==> config.mk <==
export PLATFORM = sky130hd
export DESIGN_NAME = combi_fetch
export DESIGN_NICKNAME = d
export VERILOG_FILES = /design/src/rtl/combi_pkg.sv /design/src/rtl/fetch_fifo.sv /design/src/rtl/combi_fetch.sv
export SDC_FILE = /design/constraint.sdc
export NUM_CORES = 1
export LEC_CHECK = 0
export CORE_ASPECT_RATIO = 1.5
export CORE_MARGIN = 3
export CORE_UTILIZATION = 34
export DETAILED_ROUTE_END_ITERATION = 16
export PLACE_DENSITY = 0.62
export SYNTH_ARGS = -nofsm -noshare
export SYNTH_HDL_FRONTEND = slang
export SYNTH_HIERARCHICAL = 1
export SYNTH_SLANG_ARGS = --single-unit
==> constraint.sdc <==
create_clock -name clk -period 8.9 [get_ports clk]
set_input_delay 1.335 -clock clk [delete_from_list [all_inputs] [get_ports clk]]
set_output_delay 1.335 -clock clk [all_outputs]
set_load 0.1 [all_outputs]
==> src/rtl/combi_pkg.sv <==
// Shared fetch definitions: queue depth, entry layout and the default bubble word.
// COMBI_FETCH_PREFETCH_EN selects 2-deep prefetch; otherwise a single word is in flight.
package combi_pkg;

`ifdef COMBI_FETCH_PREFETCH_EN
    localparam int FETCH_DEPTH = 2;
`else
    localparam int FETCH_DEPTH = 1;
`endif

    localparam int          FETCH_CNT_W          = $clog2(FETCH_DEPTH + 1);
    localparam logic [31:0] DEFAULT_BUBBLE_INSTR = 32'h0000_0013;

    typedef struct packed {
        logic [31:0] pc;
        logic [31:0] instr;
    } fetch_entry_t;

endpackage

==> src/rtl/fetch_fifo.sv <==
// Small FIFO of fetch entries with synchronous clear; an empty FIFO hands a
// simultaneous push straight to the output, which gives the fetch bypass path.
module fetch_fifo
    import combi_pkg::*;
#(
    parameter int DEPTH = 2,
    parameter int CNT_W = $clog2(DEPTH + 1)
) (
    input  logic             clk_i,
    input  logic             rst_ni,
    input  logic             clr_i,
    input  logic             push_i,
    input  fetch_entry_t     din_i,
    input  logic             pop_i,
    output fetch_entry_t     dout_o,
    output logic             full_o,
    output logic             empty_o,
    output logic [CNT_W-1:0] count_o
);
    localparam int PTR_W = (DEPTH > 1) ? $clog2(DEPTH) : 1;

    fetch_entry_t     mem_q [DEPTH];
    logic [PTR_W-1:0] rd_q, rd_d;
    logic [PTR_W-1:0] wr_q, wr_d;
    logic [CNT_W-1:0] cnt_q, cnt_d;
    logic             pass, wr_en, rd_en;

    function automatic logic [PTR_W-1:0] ptr_inc(input logic [PTR_W-1:0] p);
        return (p == PTR_W'(DEPTH - 1)) ? '0 : p + PTR_W'(1);
    endfunction

    assign empty_o = (cnt_q == '0);
    assign full_o  = (cnt_q == CNT_W'(DEPTH));
    assign count_o = cnt_q;

    // Push and pop on an empty FIFO pass the word through without storing it.
    assign pass   = empty_o & push_i & pop_i;
    assign wr_en  = push_i & ~pass & (~full_o | pop_i);
    assign rd_en  = pop_i & ~empty_o;
    assign dout_o = empty_o ? din_i : mem_q[rd_q];

    always_comb begin
        rd_d  = rd_q;
        wr_d  = wr_q;
        cnt_d = cnt_q;
        if (clr_i) begin
            rd_d  = '0;
            wr_d  = '0;
            cnt_d = '0;
        end else begin
            if (wr_en) wr_d = ptr_inc(wr_q);
            if (rd_en) rd_d = ptr_inc(rd_q);
            if (wr_en && !rd_en)
                cnt_d = cnt_q + CNT_W'(1);
            else if (rd_en && !wr_en)
                cnt_d = cnt_q - CNT_W'(1);
        end
    end

    always_ff @(posedge clk_i or negedge rst_ni) begin
        if (!rst_ni) begin
            rd_q  <= '0;
            wr_q  <= '0;
            cnt_q <= '0;
        end else begin
            rd_q  <= rd_d;
            wr_q  <= wr_d;
            cnt_q <= cnt_d;
        end
    end

    always_ff @(posedge clk_i) begin
        if (wr_en && !clr_i)
            mem_q[wr_q] <= din_i;
    end

endmodule

==> src/rtl/combi_fetch.sv <==
// Fetch stage and F/D register of the combined ARM/RISC-V core.
// Prefetch depth follows COMBI_FETCH_PREFETCH_EN through combi_pkg::FETCH_DEPTH.
module combi_fetch
    import combi_pkg::*;
#(
    parameter logic [31:0] RESET_PC     = 32'h0000_0000,
    parameter logic [31:0] BUBBLE_INSTR = DEFAULT_BUBBLE_INSTR
) (
    input  logic        clk,
    input  logic        reset_n,
    input  logic        StallD,
    input  logic        FlushD,
    input  logic        PCSrcE,
    input  logic [31:0] PCTargetE,
    output logic        ImemReq,
    output logic [31:0] ImemAddr,
    input  logic        ImemGnt,
    input  logic        ImemRValid,
    input  logic [31:0] ImemRData,
    output logic [31:0] InstrD,
    output logic [31:0] PCD,
    output logic [31:0] PCPlus4D,
    output logic        wasNotFlushedD
);
    localparam int CW = FETCH_CNT_W;
    localparam int IW = CW + 2;

    logic [31:0]   pcf_q, pcf_d;
    logic [CW-1:0] drop_q, drop_d;
    logic [31:0]   instr_q, instr_d;
    logic [31:0]   pcd_q, pcd_d;
    logic [31:0]   pcp4_q, pcp4_d;
    logic          vld_q, vld_d;

    fetch_entry_t  pcq_din, pcq_dout, rsp_din, rsp_dout;
    logic          pcq_full, pcq_empty, rsp_full, rsp_empty;
    logic [CW-1:0] pcq_cnt, rsp_cnt;
    logic [IW-1:0] inflight;
    logic          hs, rsp_accept, d_load, rsp_pop;
    logic          unused_ok;

    // Requests still owed by memory (including ones to be dropped) plus buffered words.
    assign inflight = IW'(pcq_cnt) + IW'(drop_q) + IW'(rsp_cnt);
    assign ImemReq  = reset_n & ~PCSrcE & (inflight < IW'(FETCH_DEPTH));
    assign ImemAddr = pcf_q;
    assign hs       = ImemReq & ImemGnt;

    assign rsp_accept = ImemRValid & ~PCSrcE & (drop_q == '0);
    assign d_load     = ~FlushD & ~PCSrcE & ~StallD;
    assign rsp_pop    = d_load & (~rsp_empty | rsp_accept);

    assign pcq_din = '{pc: pcf_q, instr: 32'h0};
    assign rsp_din = '{pc: pcq_dout.pc, instr: ImemRData};

    assign unused_ok = ^{pcq_full, pcq_empty, rsp_full, pcq_dout.instr};

    fetch_fifo #(
        .DEPTH (FETCH_DEPTH),
        .CNT_W (CW)
    ) u_pc_queue (
        .clk_i   (clk),
        .rst_ni  (reset_n),
        .clr_i   (PCSrcE),
        .push_i  (hs),
        .din_i   (pcq_din),
        .pop_i   (rsp_accept),
        .dout_o  (pcq_dout),
        .full_o  (pcq_full),
        .empty_o (pcq_empty),
        .count_o (pcq_cnt)
    );

    fetch_fifo #(
        .DEPTH (FETCH_DEPTH),
        .CNT_W (CW)
    ) u_rsp_fifo (
        .clk_i   (clk),
        .rst_ni  (reset_n),
        .clr_i   (PCSrcE),
        .push_i  (rsp_accept),
        .din_i   (rsp_din),
        .pop_i   (rsp_pop),
        .dout_o  (rsp_dout),
        .full_o  (rsp_full),
        .empty_o (rsp_empty),
        .count_o (rsp_cnt)
    );

    always_comb begin
        pcf_d  = pcf_q;
        drop_d = drop_q;
        if (PCSrcE) begin
            pcf_d  = {PCTargetE[31:2], 2'b00};
            // A response arriving in the redirect cycle is already discarded.
            drop_d = pcq_cnt + drop_q - CW'(ImemRValid);
        end else begin
            if (hs)
                pcf_d = pcf_q + 32'd4;
            if (ImemRValid && (drop_q != '0))
                drop_d = drop_q - CW'(1);
        end
    end

    always_comb begin
        instr_d = instr_q;
        pcd_d   = pcd_q;
        pcp4_d  = pcp4_q;
        vld_d   = vld_q;
        if (FlushD || PCSrcE) begin
            instr_d = BUBBLE_INSTR;
            vld_d   = 1'b0;
        end else if (StallD) begin
            vld_d = vld_q;
        end else if (rsp_pop) begin
            instr_d = rsp_dout.instr;
            pcd_d   = rsp_dout.pc;
            pcp4_d  = rsp_dout.pc + 32'd4;
            vld_d   = 1'b1;
        end else begin
            instr_d = BUBBLE_INSTR;
            vld_d   = 1'b0;
        end
    end

    always_ff @(posedge clk or negedge reset_n) begin
        if (!reset_n) begin
            pcf_q   <= RESET_PC;
            drop_q  <= '0;
            instr_q <= BUBBLE_INSTR;
            pcd_q   <= 32'h0;
            pcp4_q  <= 32'h0;
            vld_q   <= 1'b0;
        end else begin
            pcf_q   <= pcf_d;
            drop_q  <= drop_d;
            instr_q <= instr_d;
            pcd_q   <= pcd_d;
            pcp4_q  <= pcp4_d;
            vld_q   <= vld_d;
        end
    end

    assign InstrD         = instr_q;
    assign PCD            = pcd_q;
    assign PCPlus4D       = pcp4_q;
    assign wasNotFlushedD = vld_q;

endmodule
# Yosys cells after proc, flatten, opt, wreduce, memory -nomap -nowiden
# Memory sizes are Yosys's and may differ from the RTL's.
# Cells that the tools add are included.
# W data, S select, Z words.
[classes]
addsub = 11
n_mul = 0
n_div = 0
n_lt_le_gt_ge = 1
eq_ne = 1
n_shift = 0
n_mux = 22
n_bitwise = 30
reduce_logical = 18
[op_table]
columns = ["cell", "count"]
rows = [
  ["$mux W32", 5],
  ["$mux W64", 2],
  ["$add A32 B3 Y32 const B", 2],
  ["$and A1 B1 Y1", 18],
  ["$mux W1", 15],
  ["$not A1 Y1", 9],
  ["$logic_and A1 B1 Y1", 7],
  ["$reduce_bool A3 Y1", 2],
  ["$logic_not A1 Y1", 5],
  ["$reduce_bool A2 Y1", 2],
  ["$add A2 B1 Y3", 1],
  ["$lt A3 B1 Y1 const B", 1],
  ["$or A1 B1 Y1", 3],
  ["$reduce_and A3 Y1", 1],
  ["$sub A1 B1 Y1 const B", 3],
  ["$add A1 B1 Y1 const B", 2],
  ["$add A1 B1 Y2", 1],
  ["$ne A2 B1 Y1 const B", 1],
  ["$add A1 B1 Y1", 1],
  ["$logic_or A1 B1 Y1", 1],
  ["$sub A1 B1 Y1", 1],
]
[totals]
regBits = 132
latch_bits = 0
mem_bits_rw = 96
mem_bits_ro = 0
input_bits = 71
output_inout_bits = 130
word_cells = 93
mem_count = 2
[mem_list]
columns = ["memory", "depth", "width", "read_ports", "rd_clocked_by_memory_dff", "write_ports", "line", "text"]
rows = [
  ["u_rsp_fifo.mem_q", 1, 64, 1, 0, 1, "fetch_fifo.sv:22", "fetch_entry_t mem_q [DEPTH];"],
  ["u_pc_queue.mem_q", 1, 32, 1, 0, 1, "fetch_fifo.sv:22", ""],
]

# Depth between registers and ports, before layout
[depth]
ltp_word = 15
mapped_depth = 10

# Cells and area by module
# Netlist, hierarchy kept.
[modules_own_cells]
columns = ["mod", "instances", "cells_per_inst", "area_per_inst_um2", "seq_area_each_um2"]
rows = [
  ["combi_fetch", 1, 613, 5871.9, 3156.8],
  ["fetch_fifo", 2, 143, 2788.9, 1946.9],
]

# Least setup slack after synthesis
# Ideal clock, no wire load.
[synth_timing]
path_kind = "input -> register"
from = "input PCSrcE"
to = "memory u_pc_queue/mem_q[0][0] (netlist name), enable pin"
arrival_ns = 7.184
setup_slack_ns = 1.136
path_stages = 6
path_buffers = 1
path_cell_list = "or4b_4 > clkinv_2 > nand2_4 > clkinv_2 > buf_6 > nor3b_1"
[synth_between]
elab_chain_cells = 12
[synth_lines]
columns = ["element", "line", "text"]
rows = [
  ["start: declaration", "combi_fetch.sv:13", "input logic PCSrcE,"],
  ["$not A1 Y1 *", "combi_fetch.sv:44", "assign ImemReq = reset_n & ~PCSrcE & (inflight < IW'(FETCH_DEPTH));"],
  ["$and A1 B1 Y1 * (2 in series)", "combi_fetch.sv:44", ""],
  ["net ImemReq", "combi_fetch.sv:15", "output logic ImemReq,"],
  ["$and A1 B1 Y1 *", "combi_fetch.sv:46", "assign hs = ImemReq & ImemGnt;"],
  ["net hs", "combi_fetch.sv:39", "logic hs, rsp_accept, d_load, rsp_pop;"],
  ["$and A1 B1 Y1 (2 in series)", "fetch_fifo.sv:37", "assign pass = empty_o & push_i & pop_i;"],
  ["$not A1 Y1", "fetch_fifo.sv:38", "assign wr_en = push_i & ~pass & (~full_o | pop_i);"],
  ["$and A1 B1 Y1 * (2 in series)", "fetch_fifo.sv:38", ""],
  ["$logic_and A1 B1 Y1 *", "fetch_fifo.sv:73", "if (wr_en && !clr_i)"],
  ["$mux W1 *", "fetch_fifo.sv:73", ""],
  ["$mux W1 (implied by the code) *", "fetch_fifo.sv:74", "mem_q[wr_q] <= din_i;"],
  ["end: declaration", "fetch_fifo.sv:22", ""],
]
# Mark *: on every way through the listed nets, which the timed path passes. The rest lies on a longest branch.

# Worst setup path in the final report
[layout_timing]
from = "register u_rsp_fifo.cnt_q, in the netlist u_rsp_fifo/count_o"
to = "output ImemReq"
[layout_between]
elab_chain_cells = 3
[layout_lines]
columns = ["element", "line", "text"]
rows = [
  ["start: declaration", "fetch_fifo.sv:25", "logic [CNT_W-1:0] cnt_q, cnt_d;"],
  ["start signal: assignment", "fetch_fifo.sv:68", "cnt_q <= cnt_d;"],
  ["$add A2 B1 Y3", "combi_fetch.sv:43", "assign inflight = IW'(pcq_cnt) + IW'(drop_q) + IW'(rsp_cnt);"],
  ["$lt A3 B1 Y1", "combi_fetch.sv:44", ""],
  ["$and A1 B1 Y1", "combi_fetch.sv:44", ""],
  ["end: declaration", "combi_fetch.sv:15", ""],
]
# No other way between the ends.

==> results by group <==
Min path
  – Hold path start: PCD[27]
  – Worst Hold Path EP: PCD[27]
  – WHS Path Cells: 2
  – Hold Crit Class: register to register

Clocking
  – CTS Buf Count: 23
  – CTS tree: built
  – Sink Count: 224
  – H-tree levels: 1
  – Clock tree buffer depth: 3
  – Clk_lat worst skew: 0.51 ns
  – Clock root cell: clkbuf_16
  – Cts repair resizes: 0
  – Hold-fix buffers, CTS: 0
  – Clock-pin slew on the worst setup and hold paths: ~0.06 ns
  – Post-CTS setup buffer count: 0

Floorplanning
  – Die width: 147 um
  – Num rows: 76
  – Core Region: 29000 um^2
  – I/O pins: between 200 and 250
  – Die H: 217 um
  – Initial Utilization: 0.348
  – Total die area: between 30000 and 40000 um^2

Setup path
  – Crit Path Class: register to primary output
  – Worst Setup End Kind: primary output
  – Reg2reg setup slack: 4.44 ns
  – Worst endpoint required time: 7.57 ns
  – R2r worst-path depth: 7
  – Critical R2R Launch: u_rsp_fifo/count_o
  – Startpoint Class: register
  – Worst-path fanout max: between 60 and 70
  – Critical path arrival: 3.93 ns
  – RR Endpoint: u_pc_queue/mem_q[0][51]

STA
  – Relative slew slack: 0.234
  – Slew @ Worst Pin: 1.14 ns
  – Final Max Tran Viols: 0
  – RSZ-0062 raised after global routing: no
  – F_max: around 190 MHz
  – Finish-stage setup viols: 0
  – Post-route minimum period: ~5.3 ns
  – Setup TNS: 0 ns
  – Period utilisation layout: 0.592
  – Hold violation total from the final report: 0
  – Worst Skew: approximately 0.011 ns

Global route
  – First-pass GRT wire length: around 42000 um
  – GR Overflow Total: 0
  – Tot GR Track Use: 0.161
  – Largest net degree at the start of global routing: 97
  – Initial antenna violation count: 0
  – Vias in the first global route: 7370

Synthesis
  – Syn Area/Cell: 12.2 um^2
  – Synth warnings: 6
  – Syn Inst Count: 831
  – Synth Cell Area: 10100 um^2

Job
  – Max-cap violation count: 0

Finish
  – Commonest non-fill, non-tap cell in the layout: clkdlybuf4s50_1
  – Commonest cells after routing, fill and taps aside: 194 x clkdlybuf4s50_1, 180 x nand2_1, 124 x dfrtp_1
  – Fin cells: 1428
  – Fin area: 13100 um^2
  – Layout cells sized above 1: 0.162
  – Final #Nets: 1096
  – Area Overhead vs Synth: 29.7%
  – Diodes inserted: 0
  – FILL cells: 2708

Placement
  – PortBufs: 196
  – Dpl hpwl: between 15000 and 20000 um
  – GP Congestion: around 0.81
  – Placed instance area: 12400 um^2
  – DP Cell Count: 1387

Pwr
  – Power Density: 283 nW/um^2
  – Leakage power: roughly 0.0051 uW
  – Max VDD drop: around 0.00016 V

Detailed routing
  – DRC: 0
  – Vias: approximately 7100
  – Routed Antenna Nets: 0
  – Post-Route WL: 25900 um
  – Number of DRC markers in iteration 0: 307
  – DR pass1 iterations: 5
  – DR WL/cell: 18.2 um
  – Vias/cell: 4.97

Outcome
  – Status: finished clean
-- worst max-delay path, stage by stage (launching register included) --
cell and delay, ns:
dfrtp_4 1.07, fa_1 0.56, or4b_4 0.54, clkinv_2 0.10, clkdlybuf4s50_1 1.13
-- sequential cells by signal, indices dropped and copies added (netlist names) --
| signal | count |
|---|---|
| PCD | 32 |
| drop_q | 1 |
| u_rsp_fifo/mem_q | 64 |
| u_pc_queue/mem_q | 32 |
| InstrD | 32 |
| ImemAddr | 30 |
| wasNotFlushedD | 1 |
| PCPlus4D | 30 |
| u_rsp_fifo/count_o | 1 |
| u_pc_queue/count_o | 1 |
-- report_power, final --
group	switching (uW)	total [uW]	internal, uW
Combinational	1110	1460	343
Sequential	111	1330	1220
Clock	392	916	524
-- per-layer routing --
metal,global-route usage,wire (um)
met1,0.216,11600
met2,0.275,12700
met3,0.0215,1160
met4,0.0480,524
met5,0,0
-- through the flow --
stage | setup slack (ns) | power [uW] | util | hold WS (ns)
finish | 3.64 | 3700 | 0.452 | 0.472
global route | 3.50 | 3850 | 0.452 | 0.496
CTS | 3.55 | 3750 | 0.452 | 0.478
detailed placement | 3.88 | 2820 | 0.427 | 0.462
global placement | 3.88 | 2810 | 0.427 | 0.458
floorplan | 1.20 | 2430 | - | 0.534
-- area by class of cell --
class,instances,area [um^2],area share
Sequential cell,224,6090,0.465
Multi-Input combinational cell,557,3730,0.285
Timing Repair Buffer,206,2030,0.155
Clock buffer,33,674,0.0515
Tap cell,390,488,0.0373
Inverter,10,40.0,0.00306
Clock inverter,8,35.0,0.00267
-- worst max path at each step --
stage                       startpoint                endpoint  slack [ns]
floorplan                   ImemRValid  u_rsp_fifo/mem_q[0][0]        1.20
global placement               reset_n                 ImemReq        3.88
detailed placement             reset_n                 ImemReq        3.88
CTS                 u_rsp_fifo/count_o                 ImemReq        3.55
global route        u_rsp_fifo/count_o                 ImemReq        3.50
finish              u_rsp_fifo/count_o                 ImemReq        3.64
No activity file was read; power rests on OpenSTA's default activity.
